### src/rtl/alu_pkg.sv
// rtl/alu_pkg.sv - shared op, condition and state encodings for the ALU issue path
package alu_pkg;

  typedef enum logic [3:0] {
    OP_ADD = 4'b0000,
    OP_SUB = 4'b0001,
    OP_AND = 4'b0010,
    OP_ORR = 4'b0011,
    OP_EOR = 4'b0100,
    OP_MOV = 4'b0101,
    OP_CMP = 4'b0110,
    OP_LDR = 4'b1000,
    OP_STR = 4'b1001,
    OP_LDM = 4'b1010,
    OP_BLX = 4'b1011
  } alu_op_e;

  typedef enum logic [3:0] {
    COND_EQ = 4'b0000,
    COND_NE = 4'b0001,
    COND_CS = 4'b0010,
    COND_CC = 4'b0011,
    COND_MI = 4'b0100,
    COND_PL = 4'b0101,
    COND_VS = 4'b0110,
    COND_VC = 4'b0111,
    COND_HI = 4'b1000,
    COND_LS = 4'b1001,
    COND_GE = 4'b1010,
    COND_LT = 4'b1011,
    COND_GT = 4'b1100,
    COND_LE = 4'b1101,
    COND_AL = 4'b1110,
    COND_NV = 4'b1111
  } cond_e;

  localparam int FLAG_N = 3;
  localparam int FLAG_Z = 2;
  localparam int FLAG_C = 1;
  localparam int FLAG_V = 0;

  typedef enum logic [2:0] {
    ST_IDLE,
    ST_EXEC,
    ST_MEM_WB,
    ST_LDM_RD,
    ST_LDM_WB,
    ST_HALT
  } state_e;

  // 0111 and the whole 11xx block are holes in the op map and behave as NOPs
  function automatic logic op_is_valid(input logic [3:0] op);
    return !((op == 4'b0111) || (op[3:2] == 2'b11));
  endfunction

endpackage

### src/rtl/cond_check.sv
// rtl/cond_check.sv - ARM condition-code evaluator against an NZCV vector
module cond_check
  import alu_pkg::*;
(
  input  logic [3:0] cond,
  input  logic [3:0] nzcv,
  output logic       pass
);

  logic n, z, c, v;

  assign n = nzcv[FLAG_N];
  assign z = nzcv[FLAG_Z];
  assign c = nzcv[FLAG_C];
  assign v = nzcv[FLAG_V];

  // Decode the condition field; NV (1111) never passes
  always_comb begin
    pass = 1'b0;
    case (cond)
      COND_EQ: pass = z;
      COND_NE: pass = !z;
      COND_CS: pass = c;
      COND_CC: pass = !c;
      COND_MI: pass = n;
      COND_PL: pass = !n;
      COND_VS: pass = v;
      COND_VC: pass = !v;
      COND_HI: pass = c && !z;
      COND_LS: pass = !c || z;
      COND_GE: pass = (n == v);
      COND_LT: pass = (n != v);
      COND_GT: pass = !z && (n == v);
      COND_LE: pass = z || (n != v);
      COND_AL: pass = 1'b1;
      default: pass = 1'b0;
    endcase
  end

endmodule

### src/rtl/alu_issue_ctrl.sv
// rtl/alu_issue_ctrl.sv - multicycle issue controller driving the datapath ALU
module alu_issue_ctrl
  import alu_pkg::*;
(
  input  logic        clk,
  input  logic        rst_n,
  input  logic        instr_valid,
  output logic        instr_ready,
  input  logic [3:0]  instr_cond,
  input  logic [3:0]  instr_op,
  input  logic        instr_s,
  input  logic [3:0]  instr_rd,
  input  logic [15:0] instr_reglist,
  output logic [3:0]  alu_control,
  input  logic [3:0]  alu_flags,
  input  logic        alu_finished,
  output logic [5:0]  ldm_offset,
  output logic        reg_we,
  output logic [3:0]  reg_waddr,
  output logic        mem_re,
  output logic        mem_we,
  output logic [3:0]  nzcv,
  output logic        halted
);

  state_e      state_q, state_d;
  logic [3:0]  op_q, rd_q;
  logic        s_q;
  logic [15:0] list_q, list_d;
  logic [3:0]  beat_q, beat_d;
  logic [3:0]  nzcv_d;
  logic [3:0]  ldm_idx;
  logic        accept;
  logic        cond_pass;

  cond_check u_cond_check (
    .cond (instr_cond),
    .nzcv (nzcv),
    .pass (cond_pass)
  );

  assign instr_ready = (state_q == ST_IDLE);
  assign accept      = instr_valid && instr_ready;
  assign halted      = (state_q == ST_HALT);

  // Priority encoder: lowest set bit of the remaining LDM register list
  always_comb begin
    ldm_idx = 4'd0;
    for (int i = 15; i >= 0; i--) begin
      if (list_q[i]) ldm_idx = i[3:0];
    end
  end

  // Next-state, flag update and strobe generation
  always_comb begin
    state_d     = state_q;
    nzcv_d      = nzcv;
    list_d      = list_q;
    beat_d      = beat_q;
    alu_control = 4'b0000;
    reg_we      = 1'b0;
    reg_waddr   = 4'd0;
    mem_re      = 1'b0;
    mem_we      = 1'b0;
    ldm_offset  = 6'd0;
    case (state_q)
      ST_IDLE: begin
        if (accept) begin
          list_d = instr_reglist;
          beat_d = 4'd0;
          if (cond_pass && op_is_valid(instr_op)) state_d = ST_EXEC;
        end
      end
      ST_EXEC: begin
        alu_control = op_q;
        state_d     = ST_IDLE;
        case (op_q)
          OP_ADD, OP_SUB: begin
            reg_we    = 1'b1;
            reg_waddr = rd_q;
            if (s_q) nzcv_d = alu_flags;
          end
          OP_AND, OP_ORR, OP_EOR, OP_MOV: begin
            reg_we    = 1'b1;
            reg_waddr = rd_q;
            // Logical ops have no meaningful carry/overflow, so C and V persist
            if (s_q) begin
              nzcv_d[FLAG_N] = alu_flags[FLAG_N];
              nzcv_d[FLAG_Z] = alu_flags[FLAG_Z];
            end
          end
          OP_CMP: nzcv_d = alu_flags;
          OP_LDR: begin
            mem_re  = 1'b1;
            state_d = ST_MEM_WB;
          end
          OP_STR: mem_we = 1'b1;
          OP_LDM: state_d = (list_q != 16'd0) ? ST_LDM_RD : ST_IDLE;
          OP_BLX: if (alu_finished) state_d = ST_HALT;
          default: ;
        endcase
      end
      ST_MEM_WB: begin
        reg_we    = 1'b1;
        reg_waddr = rd_q;
        state_d   = ST_IDLE;
      end
      ST_LDM_RD: begin
        alu_control = OP_LDM;
        ldm_offset  = {beat_q, 2'b00};
        mem_re      = 1'b1;
        state_d     = ST_LDM_WB;
      end
      ST_LDM_WB: begin
        reg_we    = 1'b1;
        reg_waddr = ldm_idx;
        list_d    = list_q & ~(16'h0001 << ldm_idx);
        beat_d    = beat_q + 4'd1;
        state_d   = (list_d != 16'd0) ? ST_LDM_RD : ST_IDLE;
      end
      ST_HALT: ;
      default: state_d = ST_IDLE;
    endcase
  end

  // State, architectural flags and LDM progress registers
  always_ff @(posedge clk or negedge rst_n) begin
    if (!rst_n) begin
      state_q <= ST_IDLE;
      nzcv    <= 4'b0000;
      list_q  <= 16'd0;
      beat_q  <= 4'd0;
    end else begin
      state_q <= state_d;
      nzcv    <= nzcv_d;
      list_q  <= list_d;
      beat_q  <= beat_d;
    end
  end

  // Instruction field capture at the accept edge
  always_ff @(posedge clk or negedge rst_n) begin
    if (!rst_n) begin
      op_q <= 4'd0;
      s_q  <= 1'b0;
      rd_q <= 4'd0;
    end else if (accept) begin
      op_q <= instr_op;
      s_q  <= instr_s;
      rd_q <= instr_rd;
    end
  end

endmodule

### config.mk
export PLATFORM = sky130hd
export DESIGN_NAME = alu_issue_ctrl
export DESIGN_NICKNAME = d
export VERILOG_FILES = /design/src/rtl/alu_pkg.sv /design/src/rtl/cond_check.sv /design/src/rtl/alu_issue_ctrl.sv
export SDC_FILE = /design/constraint.sdc
export NUM_CORES = 1
export LEC_CHECK = 0
export BUFFER_PORTS_ARGS = -buffer_cell sky130_fd_sc_hd__buf_2
export CAP_MARGIN = 20
export CELL_PAD_IN_SITES_DETAIL_PLACEMENT = 2
export CELL_PAD_IN_SITES_GLOBAL_PLACEMENT = 2
export CORE_MARGIN = 3
export CORE_UTILIZATION = 33
export DETAILED_ROUTE_END_ITERATION = 7
export GPL_TIMING_DRIVEN = 1
export PLACE_DENSITY = 0.92
export SLEW_MARGIN = 30
export SYNTH_ARGS = -nofsm -noshare
export SYNTH_HDL_FRONTEND = slang
export SYNTH_SLANG_ARGS = --single-unit
### constraint.sdc
create_clock -name clk -period 5.6 [get_ports clk]
set_input_delay 0.28 -clock clk [delete_from_list [all_inputs] [get_ports clk]]
set_output_delay 0.28 -clock clk [all_outputs]
set_load 0.1 [all_outputs]
== Word-level counts from Yosys, hierarchy flattened ==
Cells that the tools add are included.
Operators by class
  $add $sub $neg: 1
  order comparisons: 0
  divide/modulo/power cells: 0
  muxes and demuxes: 42
  reductions and logical operators: 28
  shift operators: 1
  equality and inequality tests: 37
  bitwise logic cells: 3
  multipliers: 0
Operators with widths (number)
  2-to-1 mux 4 bit: 19
  == test 4 bit, second input constant: 11
  == test 4 x 3 -> 1 bit, second input constant: 8
  case mux 16 bit (2 select lines): 1
  nonzero test 16 bit: 2
  bitwise AND 16 bit: 1
  == test 4 x 2 -> 1 bit, second input constant: 4
  2-to-1 mux 16 bit: 1
  inverter 16 bit: 1
  case mux 4 bit (2 select lines): 2
  left shift 1 x 4 -> 16 bit, first input constant: 1
  case mux 1 bit (15 select lines): 1
  case mux 3 bit (5 select lines): 1
  case mux 4 bit (3 select lines): 1
  2-to-1 mux 3 bit: 3
  case mux 3 bit (3 select lines): 1
  == test 4 x 1 -> 1 bit, second input constant: 2
  logical NOT 4 bit: 2
  == test 3 x 2 -> 1 bit, second input constant: 2
  == test 3 bit, second input constant: 2
  2-to-1 mux 2 bit: 3
  2-to-1 mux 6 bit: 1
  case mux 2 bit (3 select lines): 1
  AND reduction 3 bit: 2
  22 further kinds: 39
Word-level totals
  bits in writable memories: 0
  bits in read-only memories: 0
  bits in latches: 0
  output and inout bits: 23
  register bits after elaboration: 36
  bits of input ports: 37
  logic and storage cells: 120
  memories: 0

== Logic depth before layout (Yosys ltp) ==
  depth in word-level cells: 22
  gate-level depth with buffers: 8
  depth with buffers taken out: 7

== Hierarchy ==
Synthesis repeated with hierarchy kept, for this count alone.
Second synthesis, totals
  cells, all modules: 313
  area, all modules: 2606.2 sq um
Modules (own cells, without submodules)
  alu_issue_ctrl: instances 1, area each 2412.3 sq um, seq. area each 900.9 sq um, cells an instance 285
  cond_check: instances 1, area each 193.9 sq um, seq. area each 0.0 sq um, cells an instance 28

== Least setup slack after synthesis ==
OpenSTA, ideal clock, no wires.
  path type: reg2reg
  start point: reg state_q[0]
  end point: reg list_q[14]
  stages on the path, launching flop included: 9
  path slack: 1.695 ns
  buffers on the path: 3
  clock period less this slack: 3.905 ns
  data required time: 5.477 ns
  arrival: 3.782 ns
  setup time: 0.123 ns
  cell sequence: dfrtp_1 -> bufbuf_16 -> nor3_1 -> and2_1 -> clkbuf_1 -> nor2_1 -> clkbuf_1 -> o21ai_0 -> nand2_1
On the way
  word-level cells in the longest chain between the ends: 4
  elaborated cells between the ends (all ways): 7
  classes of those cells: eq/ne: 2; mux: 1; reduce/logical: 4
RTL lines
  start, declared: line alu_issue_ctrl.sv:26  | state_e state_q, state_d;
  start signal, assigned: line alu_issue_ctrl.sv:134  | state_q <= state_d;
  logical NOT 3 bit *: line alu_issue_ctrl.sv:42  | assign instr_ready = (state_q == ST_IDLE);
  net instr_ready: line alu_issue_ctrl.sv:8  | output logic instr_ready,
  logical AND 1 bit: line alu_issue_ctrl.sv:43  | assign accept = instr_valid && instr_ready;
  inequality test 2 x 1 -> 1 bit (no source line)
  AND reduction 2 bit (no source line)
  end signal, assigned: line alu_issue_ctrl.sv:136  | list_q <= list_d;
  end, declared: line alu_issue_ctrl.sv:29  | logic [15:0] list_q, list_d;
Mark *: on every way through the listed nets, which the timed path passes. The rest lies on a longest branch.
A chain may end at the register's enable or synchronous reset.

== Final worst setup path ==
  start point: reg list_q[14]
  end point: out reg_waddr[0]
On the way
  word-level cells in the longest chain between the ends: 16
RTL lines
  2-to-1 mux 4 bit (15 in a row): line alu_issue_ctrl.sv:50  | if (list_q[i]) ldm_idx = i[3:0];
  case mux 4 bit (3 select lines): line alu_issue_ctrl.sv:66  | case (state_q)
  end, declared: line alu_issue_ctrl.sv:19  | output logic [3:0] reg_waddr,
No other way between the ends.

==> flow_summary_export.csv <==
group,metric,value,unit
cts,cts_sinks,36,
run_status,status,"complete, no violations",
timing,drv_slew,0,
finish,finalInstanceArea,0.00290,mm²
timing,finalCriticalPeriod,3.37,ns
power_and_ir_drop,p_switching,0.000143,W
cts,cts_buffer_depth,2,
cts,cts-root-buf,"clkbuf_8",
yosys,yosysMostFrequentCell,"nand2_1",
global_route,grt_util_met1,0.320,
yosys,ys_ff_latch,36,
timing,fin_worst_skew,0.00696,ns
global_route,grt_pass1_vias,2979,
routing,drcViolationCount,0,
setup_path,worstSetupEndpointType,"output pin",
power_and_ir_drop,power_frac_seq,0.475,
timing,tns,0,ns
floorplanning,core,0.00702,mm²
global_route,busiest_layer,"met2",
yosys,synth.area.top_cells,"dfrtp_1 (36%), nand2_1 (12%), o21ai_0 (5.5%), a21oi_1 (5.1%), nor2_1 (3.9%)",
placement,place_congestion,1.01,
power_and_ir_drop,intPower,0.000411,W
timing,setup_viol,0,
placement,port_buffers,57,
setup_path,critPathKind,"reg -> out",
yosys,synth_edf_count,0,
global_route,grt_overflow,0,
yosys,synthArstFlopShare,1.00,
routing,final_antenna_net_count,0,
timing,finalCritPeriodShare,0.602,
global_route,grt_max_degree,37,
finish,fillers,852,
yosys,ys.flop_type,"dfrtp_1",
yosys,synth_seq_area_share,0.364,
power_and_ir_drop,p_comb_frac,0.093,
yosys,ys_warn_count,0,
floorplanning,pin_count,60,
yosys,synth_cell_types,57,
routing,drt_iter0_markers,174,
power_and_ir_drop,finalPower,0.000554,W
routing,dr.pass1.iters,4,
min_path,worstHoldPathType,"in -> reg",
yosys,syn_avg_cell_area,7.82,µm²
routing,wire_per_inst,21.8,µm
global_route,met2_usage,0.405,
power_and_ir_drop,p_clk_frac,0.431,
floorplanning,die-area,0.00857,mm²
setup_path,worstPathArrival,3.09,ns
cts,cts_buffers,5,
floorplanning,start_util,0.352,
global_route,grt_pass1_wl,16.5,mm
finish,antennaDiodeCount,0,
cts,path_clk_slew,0.08,ns
setup_path,cp_max_fo,6,
finish,layout.nets,405,
cts,insertion_delay,0.30,ns
yosys,synth_top_area_cell,"dfrtp_1",
routing,routed_via_density,5.83,
yosys,netlist_area,0.00247,mm²
global_route,met3_usage,0.0374,
placement,placed_cell_area,0.00278,mm²
cts,cts_tree,"yes",
timing,slew_headroom,0.459,
setup_path,critPathLaunchType,"flip-flop",
floorplanning,die_height,92.6,µm
job,max-cap-violations,0,
timing,tightest_slew,0.808,ns
yosys,synthCells,316,
global_route,track_usage,0.245,
finish,fin_util,0.413,
cts,post_cts_buffers,0,
finish,areaGrowthSynthToFinish,17.3,%
yosys,synth_common_cells,"nand2_1 (76), dfrtp_1 (36), o21ai_0 (27), nor2_1 (26), a21oi_1 (25)",
routing,via_count,2703,
floorplanning,die_w,92.6,µm
placement,dpl.hpwl,6.89,mm
power_and_ir_drop,peakVddDrop,0.124,mV
global_route,antenna_found_initial,0,
power_and_ir_drop,p_leak,1.43,nW
finish,final-seq-area,901,µm²
power_and_ir_drop,powerDensity,191,mW/mm²
cts,htreeDepth,2,
timing,timing.fmax,297,MHz
timing,hold_viol_final,0,
routing,drt-total-wl,10.1,mm
finish,drive_gt1_frac,0.217,
finish,multiInputGateArea,0.00144,mm²
setup_path,worst-endpoint-required,5.32,ns
floorplanning,num_rows,30,
power_and_ir_drop,p_sw_frac,0.258,
yosys,synth_top_area_share,0.364,
timing,rsz0062_at_grt,"false",
-- state kept, by name (all words and copies together) (netlist names) --
signal / count
s_q: 1
beat_q: 4
rd_q: 4
list_q: 16
nzcv: 4
op_q: 4
state_q: 3
-- power by group through the flow --
stage / registers [W] / clock network (W) / logic [W]
after detailed placement: 0.000269 / 0 / 0.0000513
final: 0.000263 / 0.000239 / 0.0000517
after global placement: 0.000268 / 0 / 0.0000495
after global routing: 0.000264 / 0.000255 / 0.0000561
after floorplan: 0.000279 / 0 / 0.0000171
after CTS: 0.000263 / 0.000239 / 0.0000516
-- critical path: stages, from the launching register on --
cell and delay [ns]:
dfrtp_1 0.48, nand2b_1 0.22, a221o_1 0.36, a211oi_1 0.64, nand2_1 0.14, nor2_1 0.13, a31oi_1 0.06, o21ai_0 0.27
buf_2 0.49
-- through the flow --
| step | hold WS [ns] | setup WS, ns | cells |
|---|---|---|---|
| 6_report | 0.175 | 2.23 | 464 |
| 5_1_grt | 0.181 | 2.08 | 464 |
| 4_1_cts | 0.130 | 2.29 | 463 |
| 3_5_place_dp | 0.445 | 2.74 | 455 |
| 3_3_place_gp | 0.423 | 2.82 | 455 |
| 2_1_floorplan | -0.0156 | 1.69 | 317 |
-- cell usage in the layout (no fill, tap or decap), types with 2 or more instances in the layout --
master | synthesis | final
buf_4 | 5 | 3
clkbuf_8 | 1 | 5
a31oi_1 | 4 | 4
o311ai_0 | 2 | 2
nand2b_1 | 3 | 3
or3_1 | 2 | 2
buf_2 | 0 | 56
o22ai_1 | 2 | 2
nor4_1 | 4 | 4
o211ai_1 | 3 | 3
inv_1 | 4 | 4
xnor2_1 | 4 | 4
o21ai_1 | 2 | 2
nor2b_1 | 7 | 7
mux2_2 | 4 | 4
o21ai_0 | 27 | 27
dfrtp_1 | 36 | 36
nand2_1 | 76 | 76
mux2i_1 | 2 | 2
a22o_1 | 4 | 4
nor3_1 | 6 | 5
nor3b_1 | 2 | 2
a21oi_1 | 25 | 25
nor4_2 | 2 | 2
nand4_1 | 3 | 3
nor2_1 | 26 | 26
a2bb2oi_1 | 3 | 3
and3_1 | 7 | 7
o21a_1 | 5 | 5
nand3_1 | 4 | 4
or4_1 | 3 | 3
conb_1 | 1 | 2
and2_1 | 4 | 4
-- what timing repair did --
action	CTS	global route
resized for setup	0	0
hold endpoints to repair	0	28
setup endpoints to repair	0	0
hold buffers	0	1
-- worst paths after layout --
| check | from | endpoint | slack [ns] | cells after the start |
|---|---|---|---|---|
| setup / recovery | list_q[14] | reg_waddr[0] | 2.23 | 8 |
| hold / removal | instr_reglist[15] | list_q[15] | 0.18 | 3 |
| setup reg to reg | list_q[14] | state_q[1] | 2.70 | 7 |
| hold reg to reg | beat_q[3] | beat_q[3] | 0.49 | 1 |
| max in group asynchronous | rst_n | state_q[2] | 4.76 | 2 |
| min in group asynchronous | rst_n | list_q[10] | 0.49 | 2 |
-- metal layers --
| metal | part of all wire | routed length [µm] | up-vias |
|---|---|---|---|
| met5 | 0 | 0 | - |
| li1 | - | - | 1223 |
| met2 | 0.50 | 5040 | 95 |
| met1 | 0.42 | 4260 | 1358 |
| met3 | 0.046 | 461 | 27 |
| met4 | 0.035 | 358 | 0 |
-- cell families after synthesis --
family                     share of synthesized area
AOI/OAI and AO/OA                              0.228
xor gates and xnor gates                      0.0177
adders and majority gates                    0.00506
buffers and inverters                         0.0552
DFF                                            0.364
muxes                                         0.0263
other                                        0.00152
and+or+nand+nor                                0.302
-- cell type report --
| class | instances | area share |
|---|---|---|
| clock buffer | 6 | 0.0250 |
| multi-input combinational | 260 | 0.498 |
| inverter | 4 | 0.00518 |
| tap | 96 | 0.0414 |
| timing repair buffer | 60 | 0.108 |
| sequential | 36 | 0.311 |
| clock inverter | 2 | 0.0121 |
Power figures use the tool's default switching activity.
